$ cat config.mk
export PLATFORM = sky130hd
export DESIGN_NAME = median_window_sequencer
export DESIGN_NICKNAME = d
export VERILOG_FILES = /design/src/rtl/median_window_sequencer.sv
export SDC_FILE = /design/constraint.sdc
export NUM_CORES = 1
export LEC_CHECK = 0
export CAP_MARGIN = 40
export CORE_ASPECT_RATIO = 1.2
export CORE_MARGIN = 3
export CORE_UTILIZATION = 50
export CTS_BUF_LIST = sky130_fd_sc_hd__clkbuf_4 sky130_fd_sc_hd__clkbuf_8
export DETAILED_ROUTE_END_ITERATION = 7
export GPL_TIMING_DRIVEN = 0
export PLACE_DENSITY = 0.76
export SYNTH_ARGS = -nofsm -noshare
export SYNTH_HDL_FRONTEND = slang
export SYNTH_SLANG_ARGS = --single-unit
$ cat constraint.sdc
create_clock -name clk -period 4.48 [get_ports clk]
set_input_delay 1.12 -clock clk [delete_from_list [all_inputs] [get_ports clk]]
set_output_delay 1.12 -clock clk [all_outputs]
set_load 0.005 [all_outputs]
$ cat src/rtl/median_window_sequencer.sv
// Purpose : walks a stored greyscale frame, feeds each clamped 3x3 neighbourhood to the
//           9-sample median sorter and writes the median to the destination frame RAM.
// Latency : 9 reads + 1 data + 1 start + sorter latency + 1 write cycles per pixel (best case);
// Backpr. : a pixel write holds wr_en/wr_addr/wr_data until wr_ready; no new reads or samples meanwhile.
//
// Ports
//   clk, reset                   : clock, synchronous active-high reset
//   start / busy / done / err    : frame request, in-progress flag, end pulse, sticky sort timeout
//   rd_en, rd_addr, rd_data      : source RAM read port, data returns one cycle after rd_en
//   smp_valid, smp_data          : sample stream into the sorter
//   sort_start, sort_done, sort_median : sorter handshake
//   wr_en, wr_addr, wr_data, wr_ready  : destination RAM write port with ready
module median_window_sequencer #(
    parameter int IMG_W   = 8,
    parameter int IMG_H   = 8,
    parameter int AW      = 6,
    parameter int DW      = 8,
    parameter int TIMEOUT = 255
) (
    input  logic          clk,
    input  logic          reset,
    input  logic          start,
    output logic          busy,
    output logic          done,
    output logic          err,
    output logic          rd_en,
    output logic [AW-1:0] rd_addr,
    input  logic [DW-1:0] rd_data,
    output logic          smp_valid,
    output logic [DW-1:0] smp_data,
    output logic          sort_start,
    input  logic          sort_done,
    input  logic [DW-1:0] sort_median,
    output logic          wr_en,
    output logic [AW-1:0] wr_addr,
    output logic [DW-1:0] wr_data,
    input  logic          wr_ready
);

    localparam int TW = $clog2(TIMEOUT + 1);
    localparam logic [AW-1:0] XMAX  = AW'(IMG_W - 1);
    localparam logic [AW-1:0] YMAX  = AW'(IMG_H - 1);
    localparam logic [AW-1:0] W_A   = AW'(IMG_W);
    localparam logic [AW-1:0] ONE   = AW'(1);
    localparam logic [TW-1:0] TLAST = TW'(TIMEOUT - 1);

    typedef enum logic [2:0] {S_IDLE, S_FETCH, S_WAIT, S_WRITE, S_DONE} state_t;

    state_t        state, state_nx;
    logic [AW-1:0] x, x_nx, y, y_nx;
    logic [3:0]    k, k_nx;          // FETCH phase: 0..8 reads, 1..9 samples, 10 sort_start
    logic [TW-1:0] tcnt, tcnt_nx;
    logic [DW-1:0] wdat, wdat_nx;
    logic          err_q, err_nx;

    logic [1:0]    row, col;
    logic [AW-1:0] nx, ny;

    // Neighbour offset for read k: row = k/3, col = k%3 (offset = value - 1).
    always_comb begin
        row = 2'd2;
        col = 2'(k - 4'd6);
        if (k < 4'd3) begin
            row = 2'd0;
            col = k[1:0];
        end else if (k < 4'd6) begin
            row = 2'd1;
            col = 2'(k - 4'd3);
        end
    end

    // Clamp in coordinate space first so the product never leaves the frame.
    always_comb begin
        nx = x;
        ny = y;
        if (col == 2'd0)      nx = (x == '0)   ? x : x - ONE;
        else if (col == 2'd2) nx = (x == XMAX) ? x : x + ONE;
        if (row == 2'd0)      ny = (y == '0)   ? y : y - ONE;
        else if (row == 2'd2) ny = (y == YMAX) ? y : y + ONE;
    end

    always_ff @(posedge clk) begin
        if (reset) begin
            state <= S_IDLE;
            x     <= '0;
            y     <= '0;
            k     <= '0;
            tcnt  <= '0;
            wdat  <= '0;
            err_q <= 1'b0;
        end else begin
            state <= state_nx;
            x     <= x_nx;
            y     <= y_nx;
            k     <= k_nx;
            tcnt  <= tcnt_nx;
            wdat  <= wdat_nx;
            err_q <= err_nx;
        end
    end

    always_comb begin
        state_nx   = state;
        x_nx       = x;
        y_nx       = y;
        k_nx       = k;
        tcnt_nx    = tcnt;
        wdat_nx    = wdat;
        err_nx     = err_q;
        busy       = 1'b0;
        done       = 1'b0;
        rd_en      = 1'b0;
        rd_addr    = '0;
        smp_valid  = 1'b0;
        smp_data   = '0;
        sort_start = 1'b0;
        wr_en      = 1'b0;
        wr_addr    = '0;

        case (state)
            S_IDLE: begin
                if (start) begin
                    state_nx = S_FETCH;
                    x_nx     = '0;
                    y_nx     = '0;
                    k_nx     = '0;
                    err_nx   = 1'b0;
                end
            end
            S_FETCH: begin
                busy = 1'b1;
                if (k <= 4'd8) begin
                    rd_en   = 1'b1;
                    rd_addr = ny * W_A + nx;
                end
                // Each sample is the RAM data returned for the previous cycle's read.
                if (k >= 4'd1 && k <= 4'd9) begin
                    smp_valid = 1'b1;
                    smp_data  = rd_data;
                end
                if (k == 4'd10) begin
                    sort_start = 1'b1;
                    state_nx   = S_WAIT;
                    k_nx       = '0;
                    tcnt_nx    = '0;
                end else begin
                    k_nx = k + 4'd1;
                end
            end
            S_WAIT: begin
                busy    = 1'b1;
                tcnt_nx = tcnt + TW'(1);
                if (sort_done) begin
                    wdat_nx  = sort_median;
                    state_nx = S_WRITE;
                end else if (tcnt == TLAST) begin
                    // Sorter gave up on this pixel: flag it, write 0 and keep going.
                    err_nx   = 1'b1;
                    wdat_nx  = '0;
                    state_nx = S_WRITE;
                end
            end
            S_WRITE: begin
                busy    = 1'b1;
                wr_en   = 1'b1;
                wr_addr = y * W_A + x;
                if (wr_ready) begin
                    if (x == XMAX && y == YMAX) begin
                        x_nx     = '0;
                        y_nx     = '0;
                        state_nx = S_DONE;
                    end else begin
                        state_nx = S_FETCH;
                        k_nx     = '0;
                        if (x == XMAX) begin
                            x_nx = '0;
                            y_nx = y + ONE;
                        end else begin
                            x_nx = x + ONE;
                        end
                    end
                end
            end
            S_DONE: begin
                done     = 1'b1;
                state_nx = S_IDLE;
            end
            default: state_nx = S_IDLE;
        endcase
    end

    assign err     = err_q;
    assign wr_data = wdat;

endmodule
## Word level (Yosys, flattened, before mapping)

Cells that the tools add are included.

| cells by class | value |
|---|---|
| $add $sub $neg | 10 |
| order comparisons | 5 |
| eq/ne operators | 18 |
| muxes and demuxes | 55 |
| reduce and logical (&&, ||, !) cells | 20 |

Operator list:

| cell | count |
|---|---|
| $mux 6 | 14 |
| $mux 8 | 5 |
| $mux 3 | 10 |
| $pmux 6 s2 | 2 |
| $mux 4 | 4 |
| $pmux 8 s2 | 1 |
| $reduce_and 4->1 | 4 |
| $add 6x1->6 const B | 2 |
| $add 6x6->6 | 2 |
| $eq 6x3->1 const B | 2 |
| $logic_not 6->1 | 2 |
| $mux 1 | 12 |
| $ne 2x2->1 const B | 6 |
| $pmux 3 s4 | 1 |
| $pmux 4 s3 | 1 |
| $add 8x1->8 const B | 1 |
| $eq 8x8->1 const B | 1 |
| $le 4x4->1 const B | 2 |
| $mux 2 | 4 |
| $reduce_bool 2->1 | 4 |
| $eq 3x2->1 const B | 2 |
| $ne 3x3->1 const B | 2 |
| $sub 6x1->6 const B | 1 |
| $add 4x1->4 const B | 1 |
| 17 further kinds | 22 |

| word-level totals | value |
|---|---|
| register bits after elaboration | 36 |
| bits of input ports | 21 |
| output and inout bits | 35 |
| word-level logic and storage cells | 115 |

## Logic depth before layout (Yosys ltp)

| depth | value |
|---|---|
| word-level depth | 9 |
| gate-level depth with buffers | 14 |
| mapped depth without buffers | 13 |

## Worst setup path before layout

No wires, ideal clock.

| timing path | value |
|---|---|
| path kind | flip-flop to output port |
| from | reg k[0] |
| to | out rd_addr[5] |
| data arrival time | 2.755 ns |
| data required time | 3.360 ns |
| slack | 0.605 ns |
| cell stages (with the launch flop) | 14 |
| path buffers | 1 |
| path through | dfxtp_1 -> buf_2 -> inv_1 -> ha_1 -> a2111oi_1 -> nor3_2 -> o21ai_0 -> a221oi_1 -> ha_1 -> inv_1 -> fa_1 -> xnor2_1 -> nand2b_1 -> mux2i_1 |

| on the way | value |
|---|---|
| longest elaborated chain between the ends | 9 |
| elaborated cells between the ends (all ways) | 20 |
| classes of those cells | add/sub (3); order compare (3); eq/ne (2); mux (10); reduce/logical (2) |

Ends and longest elaborated chain:

| element | RTL line | text |
|---|---|---|
| start, declared | 51 | `logic [3:0] k, k_nx;` |
| start signal, assigned | 95 | `k <= k_nx;` |
| $lt 4x3->1, or another cell as far along | 66 | `end else if (k < 4'd6) begin` |
| $mux 2 | 66 |  |
| $mux 2 | 63 | `if (k < 4'd3) begin` |
| $eq 2x2->1 (on tied branches) | 79, 77 |  |
| $mux 3 or $mux 6 (tied branches) | 79, 77 |  |
| $mux 3 or $mux 6 (tied branches) | 78, 76 |  |
| $add 6x6->6 | 134 | `rd_addr = ny * W_A + nx;` |
| $mux 6 * | 132 | `if (k <= 4'd8) begin` |
| $mux 6 * | 120 | `case (state)` |
| end, declared | 27 | `output logic [AW-1:0] rd_addr,` |

Mark *: on every way between the ends. The rest lies on a longest branch, timed or not.

## Final worst setup path

| timing path | value |
|---|---|
| from | reg k[1] |
| to | out rd_addr[4] |

The elaborated chain is that of the path after synthesis.

==> key figures <==
Status
  • Outcome: finished clean

Synth
  • Post-synthesis instance area: 2507 µm²
  • Synth top area cells: dfxtp_1, nor2_1, ha_1
  • Post-synthesis sequential area ratio: 0.2874
  • Synth area leader: dfxtp_1
  • Number of enable flip-flop cells after synthesis: 0
  • Number of synthesized register bits: 36
  • Ys async rst share: 0
  • Top-count cell post-synth: nor2_1
  • Mapped Cells: 329
  • Post-synth top cells: nor2_1, dfxtp_1, nand2_1
  • Yosys warns: 0
  • Post-Syn Area per Cell: 7.621 µm²
  • Yosys top cell area share: 0.2874
  • Syn nets: 366
  • Synth Flop Type: dfxtp_1
  • Synth cell types: 57

Place
  • DP Wirelength: 4.519 mm
  • Placed Area: 3120 µm²
  • I/O Buffers: 54
  • GP Congestion: 0.8313

CTS
  • CTS tree: built
  • Clock slew at reported path FFs: 0.07 ns
  • Worst-skew pair later-pin latency: 0.28 ns
  • # hold bufs at CTS: 0
  • H-tree depth: 2
  • Clk root buf: clkbuf_8
  • CTS buffer count: 5
  • Num Clock Sinks: 36
  • CTS max path bufs: 2

Floorplanning
  • # IOs: 56
  • Die Width: 70.65 µm
  • Initial Util: 0.5302
  • Core ar.: 4730 µm²
  • Row count: 27
  • Die Height: 83.58 µm
  • Die area: 5904 µm²

STA
  • Max Slew Vio Count: 0
  • Fin crit period: 4.302 ns
  • Final setup violation count: 0
  • Max Clock Freq: 0.2325 GHz
  • Clock skew: 0.004521 ns
  • Final hold viol count: 0
  • Final Cycle Share: 0.9602
  • Hold slack: 0.5133 ns
  • Relative slew slack: 0.5014
  • Slew @ Worst Pin: 0.7479 ns

Critical path
  • End of the critical path: rd_addr[4]
  • Reg-to-Reg Start: x[5]
  • Critical path startpoint category: register
  • R2r worst-path depth: 7
  • CP arrival: 3.18 ns
  • Reg-to-reg critical path endpoint: k[1]
  • Critical-path maximum fanout: 5
  • Setup crit end kind: output port
  • R2r setup slk: 2.48 ns
  • Kind of critical path: reg -> out
  • CP startpoint: k[1]
  • CP required: 3.36 ns

Layout
  • Final non-filler cell area: 3344 µm²
  • Fin nets: 432
  • Synth-to-Final Area Change: 33.38%
  • Share of cells above drive strength 1: 0.1263
  • Fill count: 427
  • ANT cells: 0

Global routing
  • Initial antenna violation count: 0
  • First-pass GRT wire length: 10.54 mm
  • Total track usage: 0.2142
  • Total congestion overflow: 0
  • Vias in the first global route: 2384
  • Pin count of the biggest net entering global routing: 11

Pwr
  • Final Power: 0.6960 mW
  • PwrDens: 208.1 nW/µm²
  • Peak VDD IR: 0.0001753 V
  • Leakage: 1.244 nW

Detailed routing
  • Initial drt markers: 99
  • TritonRoute pass-1 iters: 4
  • Total number of vias: 2554
  • Final wirelength: 6.359 mm
  • DRT antenna net count: 0
  • Routed wire per std cell: 14.01 µm
  • DR vias/cell: 5.626
  • DRC: 0

Min path
  • Hold Path Class: reg -> reg

Flow run
  • Max Cap Viol: 0
power by group:
group | switching (mW) | internal [mW] | total (mW)
Sequential | 0.00250 | 0.323 | 0.325
Clock | 0.110 | 0.138 | 0.248
Combinational | 0.0586 | 0.0647 | 0.123
cell families (layout without fill, tap and decap cells):
kind of cell | Yosys count | after routing | share of synthesized area
AOI/OAI and AO/OA | 80 | 80 | 0.2121
DFF | 36 | 36 | 0.2874
buffers and inverters | 34 | 101 | 0.05489
xor gates and xnor gates | 12 | 12 | 0.04192
muxes | 7 | 7 | 0.02944
and+or+nand+nor | 144 | 144 | 0.2884
adders and majority gates | 16 | 16 | 0.08583
routing by layer:
layer | GRT usage | up-vias | wire length [µm]
li1 | - | 1301 | -
met1 | 0.2570 | 1167 | 2760
met2 | 0.3807 | 76 | 3160
met3 | 0.03253 | 10 | 314
met4 | 0.07863 | 0 | 124
met5 | 0 | - | 0
flip-flops by register name (all words and copies together), names as in the netlist:
| register | flops |
|---|---|
| tcnt | 8 |
| wr_data | 8 |
| x | 6 |
| y | 6 |
| k | 4 |
| state | 3 |
| err | 1 |
how the worst min path moves through the flow:
stage	from	end	slack (ns)	cells past startpoint
after floorplan	tcnt[3]	tcnt[3]	0.47	1
after global placement	tcnt[7]	tcnt[7]	0.49	2
after detailed placement	tcnt[7]	tcnt[7]	0.49	2
after CTS	tcnt[0]	tcnt[0]	0.51	2
after global routing	tcnt[0]	tcnt[0]	0.53	2
final	tcnt[7]	tcnt[7]	0.51	2
per-stage QoR:
step                setup TNS (ns)    util  std cells  worst slack (ns)
floorplan                        0       -        329            0.6049
global placement           -0.2021  0.6598        441           -0.2021
detailed placement         -0.2289  0.6598        441           -0.2289
CTS                              0  0.7029        454          0.004002
global route             -0.004338  0.7071        454         -0.004338
finish                           0  0.7071        454            0.1783
final cells by class:
cell class                      instances  area [µm²]  area share
Multi-Input combinational cell        259        1713      0.5122
Sequential cell                        36       725.7      0.2170
Timing Repair Buffer                   60       588.1      0.1758
Clock buffer                            8       97.59     0.02918
Buffer                                 17       87.58     0.02619
Tap cell                               58       72.57     0.02170
Inverter                               16       60.06     0.01796
cell usage in the layout, fill, tap and decap left out, types with 7 or more instances in the layout:
cell type / instances
and2_1: 13
a22oi_1: 11
nor3_1: 12
clkbuf_1: 7
buf_2: 7
ha_1: 11
nand2_1: 22
dfxtp_1: 32
inv_1: 10
nor2_1: 50
xnor2_1: 7
clkdlybuf4s50_1: 53
nand3_1: 13
a21oi_1: 19
o21ai_0: 12
critical path, cell delays in order, from the launching register on:
cell and delay [ns]:
dfxtp_2 0.36, ha_2 0.23, nand2b_1 0.15, a2111oi_4 0.39, nor3_2 0.11, buf_4 0.16, buf_4 0.14, nor2_1 0.10
nor3_1 0.06, a21oi_1 0.17, fa_1 0.44, nor2b_1 0.12, clkdlybuf4s50_1 0.50
what timing repair did:
action	4_1_cts	5_1_grt
pin swaps	4	3
setup endpoints to repair	2	2
setup buffers	6	0
gates resized for setup	22	3
Power figures use the tool's default switching activity.
